`config.mk`:
```
export PLATFORM = sky130hd
export DESIGN_NAME = rename_stage_flat
export DESIGN_NICKNAME = d
export VERILOG_FILES = /design/src/rtl/rename_stage_if.sv /design/src/rtl/rename_stage.sv /design/src/flat_wrapper.sv
export SDC_FILE = /design/constraint.sdc
export NUM_CORES = 1
export LEC_CHECK = 0
export ABC_CLOCK_PERIOD_IN_PS = 7500
export BUFFER_PORTS_ARGS = -buffer_cell sky130_fd_sc_hd__buf_2
export CORE_MARGIN = 2
export CORE_UTILIZATION = 39
export DETAILED_ROUTE_END_ITERATION = 7
export SYNTH_ARGS = -nofsm -noshare
export SYNTH_HDL_FRONTEND = slang
export SYNTH_SLANG_ARGS = --single-unit
```
`constraint.sdc`:
```
create_clock -name clk -period 7.5 [get_ports clk]
set_input_delay 1.125 -clock clk [delete_from_list [all_inputs] [get_ports clk]]
set_output_delay 1.125 -clock clk [all_outputs]
set_load 0.005 [all_outputs]
```
`src/rtl/rename_stage_if.sv`:
```
// Decode/dispatch/commit bundle for rename_stage.
// master drives micro-ops, commits and flush; slave is the renamer.
interface rename_stage_if #(
    parameter int DESTS     = 2,
    parameter int PR_ADDR_W = 5
);
    logic                       in_valid;
    logic                       in_ready;
    logic [4*DESTS-1:0]         in_dst_arch;
    logic                       out_valid;
    logic                       out_ready;
    logic [4*DESTS-1:0]         out_dst_arch;
    logic [PR_ADDR_W*DESTS-1:0] out_dst_phys;
    logic [PR_ADDR_W*DESTS-1:0] out_old_phys;
    logic                       commit_valid;
    logic [4*DESTS-1:0]         commit_dst_arch;
    logic [PR_ADDR_W*DESTS-1:0] commit_dst_phys;
    logic [PR_ADDR_W*DESTS-1:0] commit_old_phys;
    logic                       flush;
    logic [PR_ADDR_W:0]         free_count;

    modport master (
        output in_valid, in_dst_arch, out_ready,
        output commit_valid, commit_dst_arch,
        output commit_dst_phys, commit_old_phys, flush,
        input  in_ready, out_valid, out_dst_arch,
        input  out_dst_phys, out_old_phys, free_count
    );

    modport slave (
        input  in_valid, in_dst_arch, out_ready,
        input  commit_valid, commit_dst_arch,
        input  commit_dst_phys, commit_old_phys, flush,
        output in_ready, out_valid, out_dst_arch,
        output out_dst_phys, out_old_phys, free_count
    );
endinterface

```
`src/rtl/rename_stage.sv`:
```
// Registered register renamer: speculative/committed RAT and free pool.
// Define RENAME_SAME_CYCLE_FREE_EN to let commit-freed regs allocate same cycle.
module rename_stage #(
    parameter int PHYS_REGS = 32,
    parameter int ARCH_REGS = 10,
    parameter int DESTS     = 2,
    parameter int PR_ADDR_W = 5
) (
    input logic           clk,
    input logic           rst,
    rename_stage_if.slave io
);
    localparam int NRAT = ARCH_REGS + 2;
    localparam int PW   = PR_ADDR_W;

    typedef logic [PW-1:0]        preg_t;
    typedef logic [PW:0]          cnt_t;
    typedef logic [PHYS_REGS-1:0] pool_t;

    function automatic pool_t init_pool();
        pool_t p;
        p = '0;
        for (int i = NRAT; i < PHYS_REGS; i++) p[i] = 1'b1;
        return p;
    endfunction

    localparam pool_t INIT_POOL = init_pool();

    function automatic cnt_t popc(input pool_t v);
        cnt_t c;
        c = '0;
        for (int i = 0; i < PHYS_REGS; i++) c = c + cnt_t'(v[i]);
        return c;
    endfunction

    function automatic logic is_ren(input logic [3:0] a);
        return (int'(a) >= 2) && (int'(a) < NRAT);
    endfunction

    preg_t spec_rat [NRAT];
    preg_t com_rat  [NRAT];
    pool_t free_pool;
    cnt_t  free_cnt_q;

    logic               ov_q;
    logic [4*DESTS-1:0] oarch_q;
    logic [PW*DESTS-1:0] ophys_q;
    logic [PW*DESTS-1:0] oold_q;

    preg_t com_nx [NRAT];
    preg_t rat_nx [NRAT];
    pool_t freed;
    pool_t avail;
    pool_t alloc;
    pool_t mapped;
    pool_t pool_nx;
    cnt_t  freed_cnt;
    cnt_t  need;
    logic [PW+1:0] have;
    logic [PW*DESTS-1:0] dphys;
    logic [PW*DESTS-1:0] ophys;
    logic [3:0] a_s;
    logic [3:0] ca_s;
    preg_t      co_s;
    preg_t      pick;
    logic       found;
    logic       accept;

    // Commit: update committed RAT and collect returned regs.
    always_comb begin
        com_nx = com_rat;
        freed  = '0;
        ca_s   = '0;
        co_s   = '0;
        for (int s = 0; s < DESTS; s++) begin
            ca_s = io.commit_dst_arch[4*s +: 4];
            co_s = io.commit_old_phys[PW*s +: PW];
            if (io.commit_valid && is_ren(ca_s)) begin
                if (int'(co_s) >= 2 && int'(co_s) < PHYS_REGS)
                    freed[co_s] = 1'b1;
                com_nx[ca_s] = io.commit_dst_phys[PW*s +: PW];
            end
        end
        freed_cnt = popc(freed);
    end

    // Slot-ordered rename against a running copy of the RAT.
    always_comb begin
        rat_nx = spec_rat;
`ifdef RENAME_SAME_CYCLE_FREE_EN
        avail = free_pool | freed;
`else
        avail = free_pool;
`endif
        alloc = '0;
        need  = '0;
        dphys = '0;
        ophys = '0;
        a_s   = '0;
        pick  = '0;
        found = 1'b0;
        for (int s = 0; s < DESTS; s++) begin
            a_s = io.in_dst_arch[4*s +: 4];
            if (is_ren(a_s)) begin
                ophys[PW*s +: PW] = rat_nx[a_s];
                pick  = '0;
                found = 1'b0;
                for (int i = 2; i < PHYS_REGS; i++) begin
                    if (!found && avail[i]) begin
                        pick  = preg_t'(i);
                        found = 1'b1;
                    end
                end
                if (found) begin
                    avail[pick] = 1'b0;
                    alloc[pick] = 1'b1;
                end
                dphys[PW*s +: PW] = pick;
                rat_nx[a_s] = pick;
                need = need + cnt_t'(1);
            end else if (a_s == 4'd1) begin
                dphys[PW*s +: PW] = preg_t'(1);
                ophys[PW*s +: PW] = preg_t'(1);
            end
        end
    end

    always_comb begin
`ifdef RENAME_SAME_CYCLE_FREE_EN
        have = {1'b0, free_cnt_q} + {1'b0, freed_cnt};
`else
        have = {1'b0, free_cnt_q};
`endif
        io.in_ready = (~ov_q | io.out_ready) & ~io.flush
                    & (have >= {1'b0, need});
        accept = io.in_valid & io.in_ready;
    end

    // Flush rebuilds the pool from whatever the committed RAT leaves unmapped.
    always_comb begin
        mapped = '0;
        if (io.flush) begin
            for (int r = 2; r < NRAT; r++) mapped[com_nx[r]] = 1'b1;
            pool_nx = ~mapped;
            pool_nx[1:0] = 2'b00;
        end else begin
            pool_nx = (free_pool | freed) & ~(accept ? alloc : '0);
        end
    end

    always_ff @(posedge clk or posedge rst) begin
        if (rst) begin
            for (int r = 0; r < NRAT; r++) begin
                spec_rat[r] <= preg_t'(r);
                com_rat[r]  <= preg_t'(r);
            end
            free_pool  <= INIT_POOL;
            free_cnt_q <= cnt_t'(PHYS_REGS - NRAT);
            ov_q       <= 1'b0;
            oarch_q    <= '0;
            ophys_q    <= '0;
            oold_q     <= '0;
        end else begin
            com_rat    <= com_nx;
            free_pool  <= pool_nx;
            free_cnt_q <= popc(pool_nx);
            if (io.flush) begin
                spec_rat <= com_nx;
            end else if (accept) begin
                spec_rat <= rat_nx;
            end
            if (io.flush) begin
                ov_q <= 1'b0;
            end else if (accept) begin
                ov_q    <= 1'b1;
                oarch_q <= io.in_dst_arch;
                ophys_q <= dphys;
                oold_q  <= ophys;
            end else if (io.out_ready) begin
                ov_q <= 1'b0;
            end
        end
    end

    assign io.out_valid    = ov_q;
    assign io.out_dst_arch = oarch_q;
    assign io.out_dst_phys = ophys_q;
    assign io.out_old_phys = oold_q;
    assign io.free_count   = free_cnt_q;
endmodule

```
`src/flat_wrapper.sv`:
```
// flat-port wrapper written by rule: the top's interface ports become plain ports
module rename_stage_flat 
#(
    parameter int PHYS_REGS = 32,
    parameter int ARCH_REGS = 10,
    parameter int DESTS     = 2,
    parameter int PR_ADDR_W = 5
)
  (clk, rst, io_in_valid, io_in_dst_arch, io_out_ready, io_commit_valid, io_commit_dst_arch, io_commit_dst_phys, io_commit_old_phys, io_flush, io_in_ready, io_out_valid, io_out_dst_arch, io_out_dst_phys, io_out_old_phys, io_free_count);
  rename_stage_if #(.DESTS(DESTS), .PR_ADDR_W(PR_ADDR_W)) io_i ();
  input logic clk;
  input logic rst;
  input wire logic [$bits(io_i.in_valid)-1:0] io_in_valid;
  input wire logic [$bits(io_i.in_dst_arch)-1:0] io_in_dst_arch;
  input wire logic [$bits(io_i.out_ready)-1:0] io_out_ready;
  input wire logic [$bits(io_i.commit_valid)-1:0] io_commit_valid;
  input wire logic [$bits(io_i.commit_dst_arch)-1:0] io_commit_dst_arch;
  input wire logic [$bits(io_i.commit_dst_phys)-1:0] io_commit_dst_phys;
  input wire logic [$bits(io_i.commit_old_phys)-1:0] io_commit_old_phys;
  input wire logic [$bits(io_i.flush)-1:0] io_flush;
  output wire logic [$bits(io_i.in_ready)-1:0] io_in_ready;
  output wire logic [$bits(io_i.out_valid)-1:0] io_out_valid;
  output wire logic [$bits(io_i.out_dst_arch)-1:0] io_out_dst_arch;
  output wire logic [$bits(io_i.out_dst_phys)-1:0] io_out_dst_phys;
  output wire logic [$bits(io_i.out_old_phys)-1:0] io_out_old_phys;
  output wire logic [$bits(io_i.free_count)-1:0] io_free_count;
  assign io_i.in_valid = io_in_valid;
  assign io_i.in_dst_arch = io_in_dst_arch;
  assign io_i.out_ready = io_out_ready;
  assign io_i.commit_valid = io_commit_valid;
  assign io_i.commit_dst_arch = io_commit_dst_arch;
  assign io_i.commit_dst_phys = io_commit_dst_phys;
  assign io_i.commit_old_phys = io_commit_old_phys;
  assign io_i.flush = io_flush;
  assign io_in_ready = io_i.in_ready;
  assign io_out_valid = io_i.out_valid;
  assign io_out_dst_arch = io_i.out_dst_arch;
  assign io_out_dst_phys = io_i.out_dst_phys;
  assign io_out_old_phys = io_i.out_old_phys;
  assign io_free_count = io_i.free_count;
  rename_stage #(.PHYS_REGS(PHYS_REGS), .ARCH_REGS(ARCH_REGS), .DESTS(DESTS), .PR_ADDR_W(PR_ADDR_W)) u_core (.clk(clk), .rst(rst), .io(io_i));
endmodule
```
* Word level (Yosys, flattened, before mapping)
Cells that the tools add are included. Widths: inputs -> output; s select.
Cells by class: $add $sub $neg 32, $lt $le $gt $ge 47, equality and inequality tests 2, multiplexer cells 257, bitwise gates (word level) 27, reductions and logical operators 143
Operators by type and width (number):
- $mux 32 | 12
- $or 32x32->32 | 12
- $mux 60 | 6
- $bwmux 60 | 4
- $mux 5 | 46
- $add 6x1->6 | 30
- $mux 1 | 140
- $not 32->32 | 3
- $lt 5x6->1 const B | 14
- $logic_and 1x1->1 | 82
- $demux 5 s4 | 4
- $demux 1 s5 | 14
- $ge 5x1->1 const B | 14
- $and 32x32->32 | 2
- $mux 4 | 16
- $logic_not 1->1 | 58
- $bmux 5 s4 | 2
- $mux 3 | 8
- $ge 5x5->1 const B | 4
- $lt 5x1->1 const B | 4
- $not 4->5 | 4
- $ge 4x2->1 const B | 4
- $lt 4x4->1 const B | 4
- $ge 5x2->1 const B | 2
- 12 further kinds | 19
Word-level totals: bits in registers 187, input port bits 42, output and inout bits 36, logic and storage cells 538

* Logic depth before layout (Yosys ltp)
word-level depth 287, mapped depth 33, gate-level depth less buffers 31

* Worst setup path after synthesis
No wires, ideal clock.
path type input-to-reg, from input io_in_dst_arch[2], to register u_core.free_cnt_q[4] (netlist: u_core.io.free_count[4]), setup time 0.075 ns, arrival 8.456 ns, data required time 7.425 ns, setup slack -1.032 ns, cell stages on the path 25, buffers on the path 2, path through clkbuf_1 -> or3_1 -> nand2_1 -> a2111oi_1 -> o211a_1 -> a311oi_1 -> a21oi_1 -> a221o_1 -> a211oi_2 -> buf_4 -> nand4_1 -> a21o_1 -> fa_1 -> inv_1 -> fa_1 -> inv_1 -> fa_1 -> fa_1 -> fa_1 -> fa_1 -> fa_1 -> fa_1 -> a21o_1 -> a21oi_1 -> xnor2_1
Between the ends: elaborated cells between the ends (all ways) 203, those cells by class add/sub: 32; order compare: 5; mux: 101; bitwise: 5; reduce/logical: 60
RTL lines:
- start, declared | line flat_wrapper.sv:14 | input wire logic [$bits(io_i.in_dst_arch)-1:0] io_in_dst_arch;
- $ge 4x2->1 / $lt 4x4->1 (equally long branches) | line rename_stage.sv:37 | return (int'(a) >= 2) && (int'(a) < NRAT);
- $logic_and 1x1->1 * | line rename_stage.sv:37
- $mux 32 | line rename_stage.sv:104 | if (is_ren(a_s)) begin
- $mux 1 | line rename_stage.sv:109 | if (!found && avail[i]) begin
- $mux 1 | line rename_stage.sv:104
- $logic_not 1->1 | line rename_stage.sv:109
- $logic_and 1x1->1 | line rename_stage.sv:109
- $mux 1 | line rename_stage.sv:109
- [118 not listed]
- $mux 32 | line rename_stage.sv:114 | if (found) begin
- $mux 32 | line rename_stage.sv:104
- $mux 32 * | line rename_stage.sv:147 | pool_nx = (free_pool | freed) & ~(accept ? alloc : '0);
- $not 32->32 * | line rename_stage.sv:147
- $and 32x32->32 * | line rename_stage.sv:147
- $mux 32 * | line rename_stage.sv:142 | if (io.flush) begin
- net u_core.pool_nx[4] | line rename_stage.sv:56 | pool_t pool_nx;
- $add 6x1->6 * (28 in series) | line rename_stage.sv:32 | for (int i = 0; i < PHYS_REGS; i++) c = c + cnt_t'(v[i]);
- end signal, assigned | line rename_stage.sv:158 | free_cnt_q <= cnt_t'(PHYS_REGS - NRAT);
- end signal, assigned | line rename_stage.sv:166 | free_cnt_q <= popc(pool_nx);
- end, declared | line rename_stage.sv:43 | cnt_t free_cnt_q;
Mark *: on every way through the listed nets, which the timed path passes. The rest lies on a longest branch. The select of a mux whose other input is x is not followed. A chain may end at the register's enable or synchronous reset.

* Worst setup path after layout
from register u_core.free_pool[5], to register u_core.free_cnt_q[4] (netlist: u_core.io.free_count[4])
Between the ends: word-level cells in the longest chain between the ends 275, elaborated cells between the ends (all ways) 339, those cells by class add/sub: 31; order compare: 4; mux: 185; bitwise: 6; reduce/logical: 113
Ends and longest elaborated chain:
- start, declared | line rename_stage.sv:42 | pool_t free_pool;
- start signal, assigned | line rename_stage.sv:165 | free_pool <= pool_nx;
- $logic_and 1x1->1 | line rename_stage.sv:109
- $mux 1 | line rename_stage.sv:109
- $mux 1 | line rename_stage.sv:104
- $logic_not 1->1 | line rename_stage.sv:109
- $logic_and 1x1->1 | line rename_stage.sv:109
- $mux 1 | line rename_stage.sv:109
- $mux 1 | line rename_stage.sv:104
- $logic_not 1->1 | line rename_stage.sv:109
- [231 not listed]
- $mux 32 | line rename_stage.sv:104
- $mux 32 | line rename_stage.sv:147
- $not 32->32 | line rename_stage.sv:147
- $and 32x32->32 * | line rename_stage.sv:147
- $mux 32 * | line rename_stage.sv:142
- $add 1x1->2 | line rename_stage.sv:32
- $add 6x1->6 (29 in series) | line rename_stage.sv:32
- $add 6x1->6 * | line rename_stage.sv:32
Mark *: on every way between the ends. The rest lies on a longest branch, timed or not. The select of a mux whose other input is x is not followed.

==> summary.txt <==
Timing
  – RSZ-0062 raised after global routing: yes
  – Setup TNS Final: -2200 ps
  – Measured slew at the worst slew-check pin: 1220 ps
  – Fin Clk Skew: 16.2 ps
  – Worst setup margin: -551 ps
  – Final number of hold-violating endpoints: 0
  – Slew headroom: 18.4%
  – Fin. max-slew vios: 0
  – # setup viols final: 5
  – Tcrit/Tclk final: 107%
  – Final min period: 8050 ps
  – Max Freq: 124 MHz

Placement
  – Buffers on Ports: 77
  – GP Congestion: 1.08
  – Post-DP HPWL: 64700 um
  – Dpl cells: 3075

Die
  – Floorplan row count: 73
  – Full die area: 0.0414 mm^2
  – Die H: 203 um
  – DIE WIDTH: 203 um
  – Ports: 78
  – Total core area: 0.0395 mm^2
  – Starting Density: 39.3%

Worst setup path
  – Worst setup SP type: flip-flop
  – Critical Path RT: 7920 ps
  – Worst Setup End Kind: flip-flop
  – Arr. time, crit path: 8470 ps
  – CP Class: flip-flop to flip-flop
  – CP Max Fanout: 5
  – R2R cell count: 24

Global routing
  – Initial antenna violation count: 0
  – Largest net degree at the start of global routing: 119
  – Global route overflow: 0
  – Total track usage: 39.8%
  – First-pass GRT wire length: 122000 um
  – Vias in the first global route: 18927

Cells and area
  – Commonest non-fill, non-tap cell in the layout: buf_4
  – Ant. Diodes: 0
  – Nets: 2673
  – Layout cells sized above 1: 37.6%
  – Layout area overhead: 42.7%
  – Most frequent cells in the layout: buf_4 (640), nand2_1 (279), nor2_1 (230)
  – Finished Core Util: 56.1%
  – Fillcell total: 3765
  – Non-filler instance count after layout: 3134

Drt
  – Routed Antenna Nets: 0
  – Drt wl/cell: 26.0 um
  – Final wirelength: 81500 um
  – Iteration-0 DRC Markers: 2244
  – First-pass DRT Iterations: 6
  – Drt drc: 0
  – Average vias per placed instance: 6.18
  – Via count: 19358

Synthesis
  – Syn nets: 2059
  – Synth Area in XOR/XNOR: 0.226%
  – Async SR Flop Fraction: 100%
  – Synth Area in Adders: 4.44%
  – Mux cell area share after synthesis: 7.15%
  – FF+latch count, synth: 171
  – Post-synth EDFFs: 0
  – Synth Instances: 1982
  – Compound-Gate Fraction of Synth Area: 27.5%
  – Seq/Total Area, Yosys: 28.1%
  – Yosys warns: 0
  – Largest family of logic cells by synthesized area: compound AO/OA/AOI/OAI gates
  – Synth Flop Type: dfrtp_1
  – Number of distinct library cells after synthesis: 102
  – Post-Synth Simple-Gate Area: 27.4%
  – Synthesized area per cell: 7.82 um^2
  – Post-synthesis cell area: 0.0155 mm^2

Clock tree
  – CTS root buf: clkbuf_16
  – # clock sinks: 171
  – H-tree depth: 4
  – Longest Clk Path Bufs: 2
  – CTS buffer count: 17
  – Clock Pin Slew Worst Setup and Hold Paths: 80 ps
  – CTS tree: yes
  – Clock latency on the worst-skew pair: 500 ps

Pwr
  – Switch Pwr: 4.90 mW
  – Pleak: 9.75 nW
  – VDD IR max: 3700 uV
  – Net Sw Frac: 46.4%
  – Power share of the combinational group: 75.8%
  – PwrDens: 477 mW/mm^2
  – Flop pwr share: 15.3%
  – Clock power frac: 8.9%
  – P_int: 5.65 mW
  – Overall power: 10.6 mW

Run
  – Max_cap viols: 0

Run status
  – Failing checks: setup timing
  – Status: complete, but fails checks

Hold path
  – Hold depth: 0
  – Hold Crit Class: flip-flop to flip-flop
## cells in the mapped netlist, types with 24 or more instances
cell	number	area share, %
mux2i_1	68	4.4
nand2_1	283	6.8
nor3_1	55	1.8
a221oi_1	35	2.0
nor2_1	234	5.7
nor2b_1	39	1.6
inv_1	58	1.4
o21ai_0	89	2.9
fa_1	24	3.1
a221o_1	29	1.9
dfstp_2	60	10
a21oi_1	128	4.1
dfrtp_1	111	18
a211oi_1	25	1.2
nand2b_1	41	1.7
nand3_1	44	1.4
o22ai_1	54	2.2
clkbuf_1	106	2.6
o221ai_1	41	2.3
## what timing repair did
action,CTS,global route
buffers inserted,20,6
endpoints found under the setup margin,6,6
hold buffers,0,0
gates cloned,2,0
pin swaps,43,12
hold endpoints to repair,0,0
gates resized for setup,66,10
## layout make-up
type | instances | area (um^2) | share of cell area (%)
Inverter | 60 | 233 | 1.05
Sequential cell | 171 | 4360 | 19.7
Clock inverter | 14 | 154 | 0.696
Tap cell | 525 | 657 | 2.97
Timing Repair Buffer | 736 | 5470 | 24.7
Multi-Input combinational cell | 1610 | 10800 | 48.9
Clock buffer | 18 | 439 | 1.99
## logic make-up after synthesis
logic type,count (synthesis)
buffers and inverters,202
multiplexers,92
flip-flops,171
AND/OR/NAND/NOR,866
adder cells (fa/ha/maj),42
AO/OA/AOI/OAI,605
XOR/XNOR,4
## final timing paths
path                       slack, ps                start                   endpoint
max in group asynchronous       5430                  rst  u_core.io.out_dst_phys[8]
hold / removal                   380   u_core.com_rat[54]         u_core.com_rat[54]
min in group asynchronous        690                  rst         u_core.com_rat[34]
setup reg to reg                -550  u_core.free_pool[5]    u_core.io.free_count[4]
hold reg to reg                  380   u_core.com_rat[54]         u_core.com_rat[54]
setup / recovery                -550  u_core.free_pool[5]    u_core.io.free_count[4]
## per-stage QoR
step,worst slack (ps),hold WS (ps),area (um^2)
global placement,-995,361,20900
floorplan,-611,424,15600
global route,-725,402,22100
detailed placement,-990,366,20900
CTS,-453,385,22000
finish,-551,380,22100
## power by group through the flow
stage | clock [mW] | combinational (mW) | sequential (mW)
global placement | 0 | 7.39 | 1.60
detailed placement | 0 | 7.50 | 1.60
CTS | 0.952 | 7.78 | 1.59
global route | 0.989 | 8.72 | 1.64
floorplan | 0 | 4.28 | 1.50
finish | 0.937 | 8.00 | 1.61
## sequential cells by signal (all words and copies together), names as in the netlist
register	count
u_core.io.out_dst_arch	8
u_core.spec_rat	52
u_core.free_pool	32
u_core.com_rat	52
u_core.io.out_valid	1
u_core.io.out_dst_phys	10
u_core.io.free_count	6
u_core.io.out_old_phys	10
## critical path, stage by stage, from the launching register on
cell and delay, ps:
dfrtp_1 440, or4_4 580, nor4_4 340, buf_4 170
buf_4 130, nand3_2 100, buf_6 150, nor4_4 350
a2bb2oi_4 240, nand4_4 190, or3b_4 470, o311ai_4 330
and3_4 240, fa_1 450, fa_1 550, inv_1 60
fa_1 480, fa_1 540, fa_1 550, fa_1 440
fa_2 400, fa_2 350, a21o_1 170, a21oi_2 120
xnor2_1 120
## routing by layer
| layer | vias to the layer above | wire length [um] | GRT usage, % |
|---|---|---|---|
| met5 | - | 0 | 0 |
| met4 | 0 | 4700 | 20.3 |
| met3 | 244 | 6810 | 7.30 |
| met2 | 1118 | 35900 | 61.7 |
| met1 | 9399 | 34100 | 53.0 |
| li1 | 8597 | - | - |
Note: power is estimated with default switching activity, not from simulation.
